<file path="src/rtl/fetch_sequencer.sv">
// Instruction fetch sequencer for the 6502 core: reads opcode plus operands at PC,
// hands them to the decoder, and lends the shared memory bus to the decoder while it executes.
module fetch_sequencer #(
    parameter int REG_WIDTH  = 8,
    parameter int ADDR_WIDTH = 16,
    parameter logic [ADDR_WIDTH-1:0] RESET_PC = 16'h0200,
    parameter int TIMEOUT    = 15
) (
    input  logic                  clk,
    input  logic                  reset_n,
    input  logic                  run,
    output logic [ADDR_WIDTH-1:0] mem_addr,
    output logic                  mem_rd,
    output logic                  mem_we,
    output logic [REG_WIDTH-1:0]  mem_wdata,
    input  logic [REG_WIDTH-1:0]  mem_rdata,
    input  logic                  mem_ack,
    output logic [REG_WIDTH-1:0]  instruction_out,
    output logic [15:0]           operand_out,
    output logic [ADDR_WIDTH-1:0] address_out,
    output logic                  instruction_ready,
    input  logic                  instruction_done,
    input  logic                  pc_load,
    input  logic [ADDR_WIDTH-1:0] pc_load_val,
    input  logic                  dreq,
    input  logic                  dwe,
    input  logic [ADDR_WIDTH-1:0] daddr,
    input  logic [REG_WIDTH-1:0]  dwdata,
    output logic                  dgrant,
    output logic                  dack,
    output logic                  fault
);

    typedef enum logic [2:0] {IDLE, FETCH_OP, FETCH_LO, FETCH_HI, EXEC, HALT} state_t;

    localparam logic [3:0] LAST_WAIT = 4'(TIMEOUT - 1);

    state_t                state;
    logic [ADDR_WIDTH-1:0] pc;
    logic [ADDR_WIDTH-1:0] pc_next;
    logic [1:0]            len;
    logic [3:0]            wait_cnt;
    logic [1:0]            op_len;

    // Operand byte count decoded from the aaa/bbb/cc opcode fields.
    function automatic logic [1:0] operand_len(input logic [7:0] op);
        logic [1:0] n;
        logic [2:0] bbb;
        bbb = op[4:2];
        n   = 2'd0;
        case (op[1:0])
            2'b01: n = (bbb == 3'b011 || bbb == 3'b110 || bbb == 3'b111) ? 2'd2 : 2'd1;
            2'b11: n = 2'd0;
            default: begin
                case (bbb)
                    3'b011, 3'b111:         n = 2'd2;
                    3'b001, 3'b101, 3'b100: n = 2'd1;
                    3'b010, 3'b110:         n = 2'd0;
                    default: begin
                        if (op == 8'h20)
                            n = 2'd2;
                        else if (op == 8'h00 || op == 8'h40 || op == 8'h60)
                            n = 2'd0;
                        else
                            n = 2'd1;
                    end
                endcase
            end
        endcase
        return n;
    endfunction

    assign pc_next = pc + ADDR_WIDTH'(1);
    assign op_len  = operand_len(mem_rdata[7:0]);

    // NOTE: sequential state uses non-blocking assignments so every register samples pre-edge values.
    always_ff @(posedge clk) begin
        if (!reset_n) begin
            state             <= IDLE;
            pc                <= RESET_PC;
            len               <= 2'd0;
            wait_cnt          <= 4'd0;
            instruction_out   <= '0;
            operand_out       <= '0;
            address_out       <= '0;
            instruction_ready <= 1'b0;
            fault             <= 1'b0;
        end else begin
            case (state)
                IDLE: begin
                    if (run) begin
                        state    <= FETCH_OP;
                        wait_cnt <= 4'd0;
                    end
                end
                FETCH_OP, FETCH_LO, FETCH_HI: begin
                    if (!mem_ack) begin
                        // Only fetch reads are timed; a stalled bus parks the core for good.
                        if (wait_cnt == LAST_WAIT) begin
                            fault <= 1'b1;
                            state <= HALT;
                        end else begin
                            wait_cnt <= wait_cnt + 4'd1;
                        end
                    end else begin
                        wait_cnt <= 4'd0;
                        pc       <= pc_next;
                        case (state)
                            FETCH_OP: begin
                                instruction_out <= mem_rdata;
                                address_out     <= pc;
                                operand_out     <= '0;
                                len             <= op_len;
                                if (op_len == 2'd0) begin
                                    state             <= EXEC;
                                    instruction_ready <= 1'b1;
                                end else begin
                                    state <= FETCH_LO;
                                end
                            end
                            FETCH_LO: begin
                                operand_out[7:0] <= mem_rdata[7:0];
                                if (len == 2'd1) begin
                                    state             <= EXEC;
                                    instruction_ready <= 1'b1;
                                end else begin
                                    state <= FETCH_HI;
                                end
                            end
                            default: begin
                                operand_out[15:8] <= mem_rdata[7:0];
                                state             <= EXEC;
                                instruction_ready <= 1'b1;
                            end
                        endcase
                    end
                end
                EXEC: begin
                    if (instruction_done) begin
                        instruction_ready <= 1'b0;
                        wait_cnt          <= 4'd0;
                        if (pc_load)
                            pc <= pc_load_val;
                        state <= run ? FETCH_OP : IDLE;
                    end
                end
                HALT:    state <= HALT;
                default: state <= IDLE;
            endcase
        end
    end

    // NOTE: every output gets a default first so no path through the case infers a latch.
    always_comb begin
        mem_addr  = '0;
        mem_rd    = 1'b0;
        mem_we    = 1'b0;
        mem_wdata = '0;
        dgrant    = 1'b0;
        dack      = 1'b0;
        case (state)
            FETCH_OP, FETCH_LO, FETCH_HI: begin
                mem_rd   = 1'b1;
                mem_addr = pc;
            end
            EXEC: begin
                // The completing cycle belongs to the next fetch, so a late dreq is refused.
                if (dreq && !instruction_done) begin
                    dgrant    = 1'b1;
                    mem_addr  = daddr;
                    mem_rd    = ~dwe;
                    mem_we    = dwe;
                    mem_wdata = dwdata;
                    dack      = mem_ack;
                end
            end
            default: ;
        endcase
    end

endmodule

</file>
<file path="config.mk">
export PLATFORM = sky130hd
export DESIGN_NAME = fetch_sequencer
export DESIGN_NICKNAME = d
export VERILOG_FILES = /design/src/rtl/fetch_sequencer.sv
export SDC_FILE = /design/constraint.sdc
export NUM_CORES = 1
export LEC_CHECK = 0
export ABC_AREA = 1
export CAP_MARGIN = 15
export CORE_MARGIN = 2
export CORE_UTILIZATION = 25
export DETAILED_ROUTE_END_ITERATION = 16
export SYNTH_ARGS = -nofsm -noshare
export SYNTH_HDL_FRONTEND = slang
export SYNTH_SLANG_ARGS = --single-unit
export TNS_END_PERCENT = 50
</file>
<file path="constraint.sdc">
create_clock -name clk -period 1.75 [get_ports clk]
set_input_delay 0.2625 -clock clk [delete_from_list [all_inputs] [get_ports clk]]
set_output_delay 0.2625 -clock clk [all_outputs]
set_load 0.05 [all_outputs]
</file>
* After elaboration in Yosys (flattened, before gate mapping)
Cells that the tools add are included.
Storage, ports and cells: output and inout bits 70, bits in registers 67, word-level logic and storage cells 109, bits of input ports 56
Operators by class: add/subtract/negate cells 2, equal/unequal tests 27, bitwise operators 3, reduce and logical (&&, ||, !) cells 24, mux-type cells 43
Operators by type and width (number):
- 16-bit two-way mux | 4
- 16-bit one-hot mux with 2 select lines | 2
- 8-bit one-hot mux with 2 select lines | 2
- 3-bit equality test (second input constant) | 6
- 3-bit two-way mux | 6
- 16-bit by 1-bit adder with 16-bit output (second input constant) | 1
- 8-bit by 7-bit equality test with 1-bit output (second input constant) | 2
- 4-bit two-way mux | 4
- 8-bit two-way mux | 2
- 3-bit AND reduction | 5
- 1-bit two-way mux | 13
- 3-bit by 2-bit equality test with 1-bit output (second input constant) | 4
- 3-bit != test (second input constant) | 4
- 3-bit one-hot mux with 4 select lines | 1
- 4-bit one-hot mux with 3 select lines | 1
- 8-bit by 6-bit equality test with 1-bit output (second input constant) | 1
- 8-bit zero test | 1
- 2-bit != test (second input constant) | 4
- 4-bit AND reduction | 2
- 3-bit by 1-bit equality test with 1-bit output (second input constant) | 2
- 1-bit one-hot mux with 2 select lines | 3
- 2-bit one-hot mux with 3 select lines | 1
- 3-bit one-hot mux with 2 select lines | 1
- 3-bit OR reduction | 2
- other kinds (16) | 25

* Depth between registers and ports, before layout
Gate-level depths: netlist of the first run.
word-level depth 12, mapped depth 11, gate-level depth less buffers 11

* Worst setup path after synthesis of the first run
OpenSTA, ideal clock, no wires.
path type reg2out, from register state[0], to output mem_rd, arrival time 1.938 ns, path buffers 0, cell stages (with the launch flop) 6, setup slack -0.451 ns, data required time 1.487 ns, path through dfxtp_1 nor2_4 nand2_4 inv_4 nand3_1 o21ai_0
On the way: longest elaborated chain between the ends 3, elaborated cells on any way between the ends 6, those cells by class eq/ne (4); mux (1); reduce/logical (1)
Ends and longest elaborated chain:
- from (decl) | line 38 | state_t state;
- from (signal assigned) | line 144 | state <= run ? FETCH_OP : IDLE;
- 3-bit by 1-bit equality test with 1-bit output / 3-bit by 2-bit equality test with 1-bit output (equally long branches) | line 161 | case (state)
- 3-bit OR reduction | line 161
- 1-bit one-hot mux with 2 select lines (*) | line 161
- to (decl) | line 13 | output logic mem_rd,
Mark *: on every way between the ends. The rest lies on a longest branch, timed or not.

* Final worst setup path of the first run
from register state[1], to output mem_addr[5]
On the way: longest elaborated chain between the ends 3, elaborated cells on any way between the ends 6, those cells by class eq/ne (4); mux (1); reduce/logical (1)
Ends and longest elaborated chain:
- 3-bit by 1-bit equality test with 1-bit output / 3-bit by 2-bit equality test with 1-bit output (equally long branches) | line 161
- 3-bit OR reduction | line 161
- 16-bit one-hot mux with 2 select lines (*) | line 161
- to (decl) | line 12 | output logic [ADDR_WIDTH-1:0] mem_addr,
Marks and branches as above.

==> metrics, run 1 <==
status=complete, but fails checks; failing checks=negative setup slack; Largest stage delay, worst path=approximately 0.33 ns; DRC errors left=0; antenna viol nets, final=0; sequential-to-total area share from yosys stat=between 30% and 40%; ANT cells=0; Worst EP required=1.49 ns; Clock Latency Late Sink=roughly 0.33 ns; Root Driver=clkbuf_16; total grt overflow=0; area grow syn2layout=69.6%; Final Skew=0.00482 ns; RSZ-0062 raised after global routing=true; max-cap violation count=0; critical path class=reg2out; Buf+Inv Stages, Crit Path=4; vias in the first global route=between 3000 and 4000; Final period util=104%; IO Pins=126; routability cong.=0.863; worst-path cell with the longest stage delay=dfxtp_2; peak supply drop=0.584 mV; Syn Area/Cell=7.00 sq um; vias=3908; Leakage=approximately 2.5 nW; Post-Place Cells=816; core footprint=13300 sq um; Post-Synthesis Cells=491; max-slew violation count=0; post-placement worst setup slack=-0.0728 ns; initial core utilization=approximately 26%; critical path's top delay family=buffers and inverters; Iter 0 DRT Violations=260; GRT Total Usage=16.4%; via/cell ratio=4.68; TritonRoute pass-1 iters=4; Tot Pwr=about 0.0076 W; CTS H-tree depth=3; CTS max path bufs=2; Worst Hold Class=reg2reg; crit path DAT=1.55 ns; warnings from Yosys=0; clk slew on worst S/H paths=0.06 ns; CTS Sinks=67; slew of the pin with the lowest slew margin=0.514 ns; post-route minimum period=roughly 1.8 ns; PnR worst setup slack=-0.0651 ns; Fin Hold WS=0.454 ns; syn nets=550; final setup fails=18; max_slew headroom=65.7%; number of distinct library cells after synthesis=44; dpl hpwl=8.94 mm; detailed-route wire length=12.1 mm; CP Cell Sequence=nor2_4, nand2_4, inv_4, nand3_4, clkinv_4, buf_12, nand2_2, o21ai_2, buf_6; Core Rows=42; Yosys reg bits=67; Finished Core Util=43.7%; Startpoint Class=register; pin count of the biggest net entering global routing=45; fin cells=835; TritonCTS clock tree=yes; nets=713; CTS Buf Count=9; I/O Buffers=125; power density cells=1300 nW/um^2; CP endpoint kind=output pin; post-DR wirelength/cell=14.5 um; Die Ht=121 um; fmax=between 500 and 600 MHz; Die X=between 100 and 150 um; first-pass GRT wire length=between 15 and 20 mm; die area=roughly 15000 sq um; hold-fix buffers at CTS=0; Fin. Hold Viols=0; crit path max fanout=8; FILL cells=1313; share of layout cells above drive strength 1=32.0%; Post-Syn Area=about 3400 sq um; initial antenna violation count=0
[sequential cells by signal, summed over array words and instances (netlist names)]
register	count
address_out	16
instruction_ready	1
fault	1
len	2
state	3
operand_out	16
wait_cnt	4
pc	16
instruction_out	8
[routing by layer]
metal	share of wire [%]	vias to the layer above	routed length, um	global-route usage (%)
met5	0	-	0	0
met4	1.4	0	168	4.96
met3	6.9	12	840	4.46
met2	51	112	6120	29.7
met1	41	1827	4990	18.7
li1	-	1957	-	-
[synthesized netlist by cell type, drive strengths merged]
library cell / instances / area [sq um]
nand2: 111 / 447
clkbuf: 8 / 31.3
dfxtp: 67 / 1340
a21oi: 59 / 314
xnor2: 1 / 8.76
a211oi: 1 / 7.51
clkinv: 3 / 12.5
nand3b: 1 / 7.51
or2: 1 / 8.76
nor3: 7 / 40.0
inv: 49 / 189
buf: 13 / 85.1
o2111ai: 1 / 8.76
o22ai: 2 / 12.5
nor3b: 1 / 7.51
nor2: 52 / 233
a31oi: 3 / 18.8
o211ai: 7 / 72.6
xor2: 1 / 8.76
o31ai: 1 / 7.51
nand4: 5 / 31.3
nand3: 31 / 155
a22o: 2 / 17.5
o221ai: 1 / 8.76
ha: 3 / 37.5
o21ai: 60 / 327
[cell families after synthesis]
| family | share of synthesized area, % |
|---|---|
| AND/OR/NAND/NOR | 27.0 |
| AO/OA/AOI/OAI | 23.1 |
| buffers and inverters | 9.24 |
| flip-flops | 39.0 |
| adder cells (fa/ha/maj) | 1.09 |
| XOR/XNOR | 0.510 |
[layout by cell type (no fill, tap or decap), types with 2 or more instances in the layout]
| cell type | instances |
|---|---|
| o211ai_2 | 4 |
| o21ai_2 | 13 |
| nand2_4 | 10 |
| clkbuf_16 | 9 |
| nand4_1 | 5 |
| o21ai_0 | 34 |
| buf_4 | 78 |
| nand2_2 | 10 |
| a21oi_2 | 5 |
| clkinvlp_4 | 3 |
| inv_2 | 4 |
| buf_12 | 15 |
| a22o_1 | 2 |
| o22ai_1 | 2 |
| dlymetal6s2s_1 | 3 |
| nor2_2 | 9 |
| nor2_4 | 10 |
| o21ai_1 | 8 |
| dfxtp_2 | 4 |
| clkinv_2 | 3 |
| ha_1 | 3 |
| buf_6 | 20 |
| nand2_1 | 91 |
| nand3_1 | 30 |
| clkdlybuf4s50_1 | 55 |
| nor3_1 | 6 |
| a21oi_1 | 54 |
| o211ai_1 | 3 |
| nor2_1 | 33 |
| inv_1 | 43 |
| o21ai_4 | 5 |
| a31oi_1 | 3 |
| dfxtp_1 | 63 |
| bufinv_16 | 2 |
[layout make-up]
class	instances	area [sq um]	share of cell area [%]
clock inverter	7	92.6	1.59
timing repair buffer	173	1740	29.8
sequential	67	1350	23.1
inverter	52	211	3.63
clock buffer	9	225	3.86
tap	176	220	3.78
multi-input combinational	351	2000	34.3
[per-stage QoR]
stage | setup TNS [ns] | cell area, sq um
detailed placement | -0.528 | 5200
global placement | -0.115 | 5200
global route | -2.68 | 5830
floorplan | -3.27 | 3490
finish | -0.729 | 5830
CTS | -1.17 | 5770
[final timing paths]
kind,start,to,slack (ns),depth (start not counted)
hold / removal,fault$_SDFFE_PN0P_,fault$_SDFFE_PN0P_,0.45,2
hold reg to reg,fault$_SDFFE_PN0P_,fault$_SDFFE_PN0P_,0.45,2
setup reg to reg,state[0]$_SDFFE_PN0P_,pc[7]$_SDFFE_PN0P_,0.13,10
setup / recovery,state[1]$_SDFFE_PN0P_,mem_addr[5],-0.07,9
[where the power goes]
| group | internal (W) | switching [W] | leakage [nW] |
|---|---|---|---|
| clock network | 0.00124 | 0.000691 | 0.147 |
| registers | 0.00182 | 0.000212 | 0.546 |
| logic | 0.00128 | 0.00235 | 1.76 |
| total | 0.00434 | 0.00325 | 2.46 |
[tightest hold or removal path: stages (launching register included)]
cell	delay [ns]
dfxtp_1	0.31
inv_1	0.05
a21oi_1	0.05
[what timing repair did]
item                       CTS  global route
pin swaps                    1             0
gates resized for setup     69            18
setup buffers                2             0
setup endpoints to repair   29            43
gates cloned                 1             0
(Power assumes the default switching activity.)
==> inputs of run 2 (changes only) <==
Settings changed: SETUP_SLACK_MARGIN from default to 0.1.
==> run 2 against run 1 <==
The flow still finishes with violations (negative setup slack); sequential share of layout area shrank 0.69 points; final area grew 3.6%; highest routed layer unchanged; utilization grew 1.6 points; sequential power is essentially flat; largest cell class unchanged; setup slack lost 0.051 ns; combinational power grew 5%.
==> metrics, run 2 (synthesis results as in run 1) <==
most frequent cells in the layout=nand2_1 (95), buf_4 (80), dfxtp_1 (62), clkdlybuf4s50_1 (55), a21oi_1 (54) (was nand2_1 (91), buf_4 (78), dfxtp_1 (63), clkdlybuf4s50_1 (55), a21oi_1 (54)); I/O Buffers=125 (unchanged); register area=1350 sq um (about the same); max_slew headroom=76.3% (was 65.7%); CTS max path bufs=2 (unchanged); pin count of the biggest net entering global routing=43 (was 45); DRC errors left=0 (unchanged); RSZ-0062 raised after global routing=true (unchanged); share of layout cells above drive strength 1=33.2% (was 32.0%); Tot Pwr=0.00769 W (was 0.00760 W); Post-Place Cells=809 (was 816); Final period util=107% (was 104%); initial antenna violation count=0 (unchanged); via/cell ratio=4.70 (was 4.68); min-delay src=operand_out[1]$_SDFFE_PN0P_ (was fault$_SDFFE_PN0P_); routability cong.=0.833 (was 0.863); total grt overflow=0 (unchanged); slew of the pin with the lowest slew margin=0.352 ns (was 0.514 ns); IO Pins=126 (unchanged); CP endpoint kind=output pin (unchanged); worst-path cell with the longest stage delay=dfxtp_4 (was dfxtp_2); dpl hpwl=9.64 mm (was 8.94 mm); R2R depth=11 (was 10); antenna viol nets, final=0 (unchanged); worst hold path stage count=2 (unchanged); switch share=43.2% (was 42.8%); Critical Path Start=state[0]$_SDFFE_PN0P_ (was state[1]$_SDFFE_PN0P_); Clock Latency Late Sink=0.33 ns (about the same); clk slew on worst S/H paths=0.06 ns (about the same); detailed-route wire length=12.9 mm (was 12.1 mm); post-DR wirelength/cell=15.4 um (was 14.5 um); Multi-input gate area=2080 sq um (was 2000 sq um); final setup fails=23 (was 18); TritonCTS clock tree=yes (unchanged); worst r2r src=state[0]$_SDFFE_PN0P_ (unchanged); critical path class=reg2out (unchanged); hold-fix buffers at CTS=0 (unchanged); vias in the first global route=3918 (was 3871); P_sw=0.00332 W (was 0.00325 W); nets=711 (was 713); Pint=0.00437 W (was 0.00434 W); highest routed layer=met4 (unchanged); FILL cells=1331 (was 1313); failing checks=negative setup slack (unchanged); CP Cell Sequence=nor2_4, nand2_4, inv_4, nand3_4, buf_4, clkinv_8, nand2_1, o21ai_2, buf_12 (was nor2_4, nand2_4, inv_4, nand3_4, clkinv_4, buf_12, nand2_2, o21ai_2, buf_6); max-slew violation count=0 (unchanged); vias=3912 (was 3908); core footprint=13300 sq um (unchanged); Iter 0 DRT Violations=269 (was 260); Fin Hold WS=0.469 ns (was 0.454 ns); post-placement worst setup slack=-0.102 ns (was -0.0728 ns); crit path DAT=1.60 ns (was 1.55 ns); peak supply drop=0.849 mV (was 0.584 mV); first-pass GRT wire length=19.8 mm (was 18.8 mm); initial core utilization=25.8% (unchanged); Startpoint Class=register (unchanged); crit path max fanout=8 (unchanged); Root Driver=clkbuf_16 (unchanged); Final Skew=0.00781 ns (was 0.00482 ns); PnR worst setup slack=-0.116 ns (was -0.0651 ns); Metal-1 WL=5.63 mm (was 4.99 mm); Core Rows=42 (unchanged); Leakage=2.40 nW (was 2.46 nW); fmax=536 MHz (was 551 MHz); met2 routed WL=6.36 mm (was 6.12 mm); setup_tns=-1.88 ns (was -0.729 ns); max-cap violation count=0 (unchanged); combinational power share=49.4% (was 47.8%); area grow syn2layout=75.7% (was 69.6%); Regs by FF count=address_out x16, operand_out x16, pc x16 (unchanged); Worst EP required=1.49 ns (about the same); TritonRoute pass-1 iters=4 (unchanged); ANT cells=0 (unchanged); Clock Power Share=23.9% (was 25.4%); Worst Hold Class=reg2reg (unchanged); die area=14700 sq um (unchanged); Die X=121 um (unchanged); GRT Total Usage=17.3% (was 16.4%); routed wl met3=710 um (was 840 um); most common cell after layout, fill and taps aside=nand2_1 (unchanged); Largest stage delay, worst path=0.35 ns (was 0.33 ns); CTS H-tree depth=3 (unchanged); Fin. Hold Viols=0 (unchanged); Flop pwr share=26.7% (was 26.8%); power density cells=1270 nW/um^2 (was 1300 nW/um^2); status=complete, but fails checks (unchanged); CTS Sinks=67 (unchanged); CTS Buf Count=9 (unchanged); fin cells=832 (was 835); Die Ht=121 um (unchanged); post-route minimum period=1.87 ns (was 1.82 ns)
-- run 2: cell count changes in the layout (fill, tap and decap cells not counted), sizes merged --
cell,delta
bufinv,-1
clkbuf,+3
clkinvlp,-1
dlygate4sd2,-1
dlymetal6s2s,-3
-- run 2: metal layers --
metal  up-vias  global-route usage [%]
li1       1952                       -
met4         0                    4.60
met3        12                    4.18
met5         -                       0
met1      1808                    20.7
met2       140                    30.8
-- run 2: repair_timing --
item / 4_1_cts / 5_1_grt
setup endpoints to repair: 36 / 61
setup buffers: 1 / 6
gates resized for setup: 12 / 40
pin swaps: 1 / 7
cloned: 1 / 1
-- run 2: cell type report --
cell class	count	share of cell area, %
Timing Repair inverter	1	0.269
Clock buffer	11	4.18
Multi-Input combinational cell	351	34.5
Timing Repair Buffer	170	30.6
Clock inverter	4	0.829
Tap cell	176	3.65
Sequential cell	67	22.4
Inverter	52	3.62
-- run 2: path summary, 6_finish.rpt --
check                                 to  slack (ns)
min          operand_out[1]$_SDFFE_PN0P_        0.47
max                          mem_addr[3]       -0.12
min reg2reg  operand_out[1]$_SDFFE_PN0P_        0.47
max reg2reg     wait_cnt[2]$_SDFFE_PN0P_        0.17
-- run 2: worst max-delay path, delay by kind of cell, from the launching register on --
kind,cells,cell delay [ns]
compound gates,1,0.09
buf+inv,4,0.49
flops,1,0.35
simple gates,4,0.33
-- run 2: stage by stage --
step / instance area, sq um / utilization [%]
after floorplan: 3640 / -
after global placement: 5490 / 41.2
after detailed placement: 5490 / 41.2
after CTS: 5880 / 44.1
after global routing: 6040 / 45.3
final: 6040 / 45.3
-- run 2: power by group through the flow --
stage               Sequential, W  Clock (W)  Combinational, W
floorplan                 0.00269          0           0.00165
global placement          0.00205          0           0.00356
detailed placement        0.00206          0           0.00362
CTS                       0.00204    0.00190           0.00371
global route              0.00208    0.00196           0.00405
finish                    0.00205    0.00184           0.00380
==> RTL edit 1 (flow settings as in run 1) <==
Register the output `fault` once more; this adds one clock of latency there. The other outputs are not delayed to match.
--- a/src/rtl/fetch_sequencer.sv
+++ b/src/rtl/fetch_sequencer.sv
@@ -36,2 +36,4 @@
     localparam logic [3:0] LAST_WAIT = 4'(TIMEOUT - 1);
+
+    logic fault_s0;
 
@@ -86,3 +88,3 @@
             instruction_ready <= 1'b0;
-            fault             <= 1'b0;
+            fault_s0          <= 1'b0;
         end else begin
@@ -99,3 +101,3 @@
                         if (wait_cnt == LAST_WAIT) begin
-                            fault <= 1'b1;
+                            fault_s0 <= 1'b1;
                             state <= HALT;
@@ -180,2 +182,6 @@
 
+    always_ff @(posedge clk) begin
+        fault <= fault_s0;
+    end
+
 endmodule
Behaviour: no difference found for any inputs over 4 cycles, from zero or initial values and one cycle with reset_n low; that may be too few to reach the edited logic, so the function may still have changed.
==> RTL edit 1 against run 1 <==
  * Maximum frequency down 2.0%
  * Via count up 1.7%
  * Total power down 1.3%
  * Design area down 0.13%
  * Sequential cell count up 1
  * The flow still finishes with violations (setup timing)
  * Area after synthesis up 0.58%
  * Combinational power down 1%
  * Cell count up 0.36%
  * Wire length up 0.72%
  * Setup slack worse by 37 ps
==> RTL edit 1: results (changes against run 1) <==
- Outcome: finished, violations left
- Failing checks: setup timing
- Gpl congestion: 0.853 (-1.2%)
- Sw frac: 42.9% (about the same)
- Mapped cell area: 3460 sq um (+0.58%)
- Min-delay src: fault_s0
- CP max-delay cell: dfxtp_4
- Worst Slack Setup Final: -102 ps (-37.3 ps)
- WHS Path Cells: 0 (-2)
- Ant diodes: 0 (unchanged)
- H-tree levels: 3 (unchanged)
- Yosys warning total: 0 (unchanged)
- Seq/Total Area, Yosys: 39.4% (+0.35 points)
- Biggest regs: address_out (16), operand_out (16), pc (16)
- Dominant cells by area after synthesis: dfxtp_1, nand2_1, a21oi_1
- DR WL/cell: 14.6 um (+0.36%)
- Lkg Pwr: 2.47 nW (+0.50%)
- R2R Path Start: state[0]
- Slowest stage delay, CP: 360 ps (+30 ps)
- Worst slack, placed: -66.3 ps (+6.51 ps)
- Root Driver: clkbuf_16
- Pins over their slew limit: 0 (unchanged)
- Leading cell types by count after synthesis: nand2_1, dfxtp_1, a21oi_1
- CP max FO: 11 (+3)
- WHS: 360 ps (-94.2 ps)
- Worst EP arrival: 1590 ps (+40 ps)
- Post-Syn Nets: 551 (+0.18%)
- Largest net degree at the start of global routing: 46 (+2.2%)
- Setup violators final: 27 (+9)
- Iter 0 DRT Violations: 256 (-1.5%)
- Post-synth cell types: 44 (unchanged)
- Via-to-Cell Ratio: 4.74 (+1.3%)
- First-pass GRT wire length: 19800 um (+5.1%)
- Layout Skew: 5.45 ps (+0.634 ps)
- Vias in the first global route: 3990 (+3.1%)
- Share of cells above drive strength 1: 31.9% (-0.15 points)
- Worst IR Drop VDD: 0.631 mV (+8.1%)
- Worst R2R End: pc[8]
- Setup TNS: -1630 ps (-899 ps)
- Layout Nets: 716 (+0.42%)
- Drt first pass iters: 4 (unchanged)
- GRT Resource Usage Total: 17.0% (+0.57 points)
- Slew @ Worst Pin: 514 ps (-0.177 ps)
- Maximum root-to-sink buffer count: 2 (unchanged)
- Crit path max-delay family: buffers and inverters
- Synth async-reset ratio: 0% (unchanged)
- Later-pin clock latency in the skew report: 330 ps (about the same)
- Reg-to-reg slack, setup: 70 ps (-60 ps)
- Min-Delay Endpoint: fault
- Reg2Reg Depth: 11 (+1)
- Num CTS Buffers: 9 (unchanged)
- Port Buffers: 125 (unchanged)
- Hpwl dp: 9090 um (+1.7%)
[RTL edit 1: cell types whose count changed after synthesis]
cell     delta
dfxtp_1     +1
[RTL edit 1: area by class of cell]
| type | instances | area, sq um |
|---|---|---|
| Sequential cell | 68 | 1370 |
| Tap cell | 176 | 220 |
| Inverter | 52 | 214 |
| Timing Repair Buffer | 175 | 1730 |
| Fill cell | 1345 | 7580 |
| Multi-Input combinational cell | 351 | 1990 |
| Clock inverter | 4 | 47.5 |
| Clock buffer | 12 | 256 |
[RTL edit 1: logic make-up (layout without fill, tap and decap cells)]
logic type	count (synthesis)	in the layout	share of synthesized area (%)
AND/OR/NAND/NOR	209	209	26.9
adder cells (fa/ha/maj)	3	3	1.09
XOR/XNOR	2	2	0.507
AO/OA/AOI/OAI	137	137	23.0
buffers and inverters	73	243	9.19
flip-flops	68	68	39.4
[RTL edit 1: routing by layer]
metal / GRT usage, % / vias up / wire length, um
met1: 19.6 / 1877 / 4930
met2: 31.0 / 113 / 6330
met4: 4.53 / 0 / 189
li1: - / 1968 / -
met3: 4.26 / 15 / 753
met5: 0 / - / 0
[RTL edit 1: repair_timing]
item | 4_1_cts | 5_1_grt
resized for setup | 66 | 15
pin swaps | 2 | 2
cloned | 2 | 0
setup endpoints to repair | 30 | 33
buffers inserted | 4 | 3
[RTL edit 1: worst max-delay path by stage]
stage,from,end
floorplan,state[0],dack
CTS,state[0],mem_addr[1]
global placement,instruction_done,mem_addr[1]
finish,state[0],dack
global route,state[0],mem_addr[1]
detailed placement,mem_rdata[3],state[2]
[RTL edit 1: power by group through the flow]
stage               clock network (mW)  logic, mW  registers (mW)
finish                            1.83       3.59            2.07
global route                      1.95       3.86            2.11
CTS                               1.88       3.56            2.07
detailed placement                   0       3.35            2.09
global placement                     0       3.31            2.08
floorplan                            0       1.56            2.71
[RTL edit 1: metrics by stage]
stage / power (mW) / area (sq um) / instances
global route: 7.92 / 5820 / 838
finish: 7.49 / 5820 / 838
floorplan: 4.27 / 3510 / 492
detailed placement: 5.44 / 5190 / 815
CTS: 7.51 / 5790 / 837
global placement: 5.38 / 5190 / 815
[RTL edit 1: worst reg2reg max path, stage by stage, from the launching register on]
cell     delay [ps]
dfxtp_4         370
nor2_4           50
buf_4           120
buf_4           140
nor2_4          160
nand2_2         110
o21ai_4          90
nand2_4          90
buf_4           180
a21oi_1         140
a21oi_1          80
nor2_1           90
==> RTL edit 2 (flow settings as in run 1) <==
Made on the original files. Set the parameter `TIMEOUT` to 8 (it was 15).
--- a/src/rtl/fetch_sequencer.sv
+++ b/src/rtl/fetch_sequencer.sv
@@ -6,3 +6,3 @@
     parameter logic [ADDR_WIDTH-1:0] RESET_PC = 16'h0200,
-    parameter int TIMEOUT    = 15
+    parameter int TIMEOUT    = 8
 ) (
Behaviour: no difference found for any inputs over 4 cycles, from zero or initial values and one cycle with reset_n low; that may be too few to reach the edited logic, so the function may still have changed.
==> RTL edit 2 against run 1 <==
  * The run still ends with setup timing left
  * Sequential power decreased by 2%
  * Clock power is 10% lower
  * Clock skew increased by 5.3 ps
  * Non-clock buffer count rose by 10
  * Largest power group unchanged
  * Setup slack got worse by 56 ps
  * Design area grew 1.9%
  * Area after synthesis decreased by 2.8%
  * Critical endpoint is now mem_addr[7]
  * Wire length grew 1.9%
  * Combinational power increased by 3%
  * Sequential cell count did not move
  * Total power down 1.8%
==> RTL edit 2: results (changes against run 1) <==
- Slew @ Worst Pin: 363 ps (-152 ps)
- Post-Syn Nets: 540 (-1.8%)
- Filler cells: 1329 (+1.2%)
- Iter 0 DRT Violations: 237 (-8.8%)
- Reg-to-reg slack, setup: -80 ps (-210 ps)
- WHS Path Cells: 2 (unchanged)
- Via-to-Cell Ratio: 4.80 (+2.6%)
- Biggest regs: address_out (16), operand_out (16), pc (16)
- Worst slack, placed: -180 ps (-108 ps)
- Number of synthesized flops with an enable pin: 0 (unchanged)
- Drt first pass iters: 5 (+1)
- H-tree levels: 3 (unchanged)
- Worst EP arrival: 1610 ps (+60 ps)
- Postcts setup bufs: 7 (+5)
- Root Driver: clkbuf_16
- CP max FO: 7 (-1)
- Largest net degree at the start of global routing: 33 (-27%)
- Worst Slack Setup Final: -121 ps (-55.8 ps)
- First-pass GRT wire length: 19700 um (+4.7%)
- Hpwl dp: 9120 um (+2.0%)
- Post-synth cell types: 38 (-14%)
- Port Buffers: 125 (unchanged)
- Worst R2R End: pc[8]
- Lkg Pwr: 2.38 nW (-3.0%)
- Maximum root-to-sink buffer count: 2 (unchanged)
- Reg2Reg Depth: 12 (+2)
- GRT Resource Usage Total: 17.3% (+0.93 points)
- Failing checks: setup timing
- Min-delay src: fault
- Hold Path Class: reg2reg
- Vias in the first global route: 3847 (-0.62%)
- Ant diodes: 0 (unchanged)
- Gpl congestion: 0.899 (+4.1%)
- Post-CTS sizing: 32 (-54%)
- Min-Delay Endpoint: fault
- Layout Skew: 10.1 ps (+5.29 ps)
- Dominant cells by area after synthesis: dfxtp_1, nand2_1, o21ai_0
- WL final: 12400 um (+1.9%)
- Num CTS Buffers: 9 (unchanged)
- Leading cell types by count after synthesis: nand2_1, dfxtp_1, o21ai_0
- Worst-path clk slew: 50 ps
- Yosys warning total: 0 (unchanged)
- Seq/Total Area, Yosys: 40.1% (+1.1 points)
- Setup violators final: 36 (+18)
- Synth async-reset ratio: 0% (unchanged)
- Later-pin clock latency in the skew report: 330 ps (about the same)
- P_int: 4.29 mW (-1.2%)
- Worst IR Drop VDD: 0.739 mV (+27%)
- Initial antenna violation count: 0 (unchanged)
- R2R Path Start: state[0]
- Layout Nets: 713 (unchanged)
- Outcome: finished, violations left
- Share of cells above drive strength 1: 31.2% (-0.81 points)
[RTL edit 2: cell count changes after synthesis, sizes merged, moves of 2 or more]
cell    before  now
inv         49   52
buf         13    8
a221oi       0    4
nand3       31   24
nand2      111  106
nor2        52   42
clkinv       3    1
nor3         7   11
clkbuf       8   14
o21ai       60   66
[RTL edit 2: per-layer routing]
| layer | vias to the layer above | GRT usage (%) | part of all wire, % |
|---|---|---|---|
| met5 | - | 0 | 0 |
| met4 | 0 | 6.54 | 2.9 |
| met3 | 33 | 4.94 | 8.1 |
| met2 | 168 | 27.6 | 46 |
| met1 | 1856 | 22.2 | 43 |
| li1 | 1959 | - | - |
[RTL edit 2: metrics by stage]
stage | util (%) | setup TNS (ps) | area (sq um) | hold WS, ps | cells
after global routing | 45.2 | -5800 | 5940 | 484 | 836
after CTS | 44.6 | -2370 | 5860 | 464 | 832
after global placement | 40.9 | -3250 | 5370 | 451 | 808
after detailed placement | 40.9 | -2980 | 5370 | 455 | 808
final | 45.2 | -2020 | 5940 | 457 | 836
after floorplan | - | -2810 | 3420 | 397 | 482
[RTL edit 2: worst max path at each step]
stage / startpoint / to / slack (ps) / depth (start not counted)
2_1_floorplan: state[1] / mem_addr[3] / -260 / 4
3_3_place_gp: instruction_done / mem_rd / -210 / 8
3_5_place_dp: instruction_done / mem_rd / -180 / 8
4_1_cts: state[1] / mem_addr[7] / -130 / 7
5_1_grt: state[1] / mem_addr[7] / -170 / 7
6_report: state[0] / mem_addr[7] / -120 / 7
[RTL edit 2: logic make-up after synthesis]
kind of cell | synth area share, %
adder cells (fa/ha/maj) | 0.749
AND/OR/NAND/NOR | 24.9
flip-flops | 40.1
XOR/XNOR | 0.524
AO/OA/AOI/OAI | 24.6
buffers and inverters | 9.17
[RTL edit 2: critical path: stages, from the launching register on]
cell and delay [ps]:
dfxtp_2 350, nor2_4 60, buf_12 120, nor2_4 180, inv_6 100, buf_6 150
o21ai_4 160, buf_12 150
[RTL edit 2: power groups by stage]
stage	registers (mW)	logic, mW	clock network, mW
global placement	2.00	3.29	0
finish	1.99	3.74	1.73
detailed placement	2.01	3.33	0
floorplan	2.62	1.38	0
global route	2.02	4.02	1.84
CTS	1.99	3.63	1.77
[RTL edit 2: area by class of cell]
| type | count | area share, % |
|---|---|---|
| Timing Repair Buffer | 183 | 33.0 |
| Sequential cell | 67 | 22.7 |
| Tap cell | 176 | 3.71 |
| Multi-Input combinational cell | 340 | 32.3 |
| Clock buffer | 11 | 4.25 |
| Inverter | 53 | 3.45 |
| Clock inverter | 5 | 0.632 |
| Timing Repair inverter | 1 | 0.0632 |
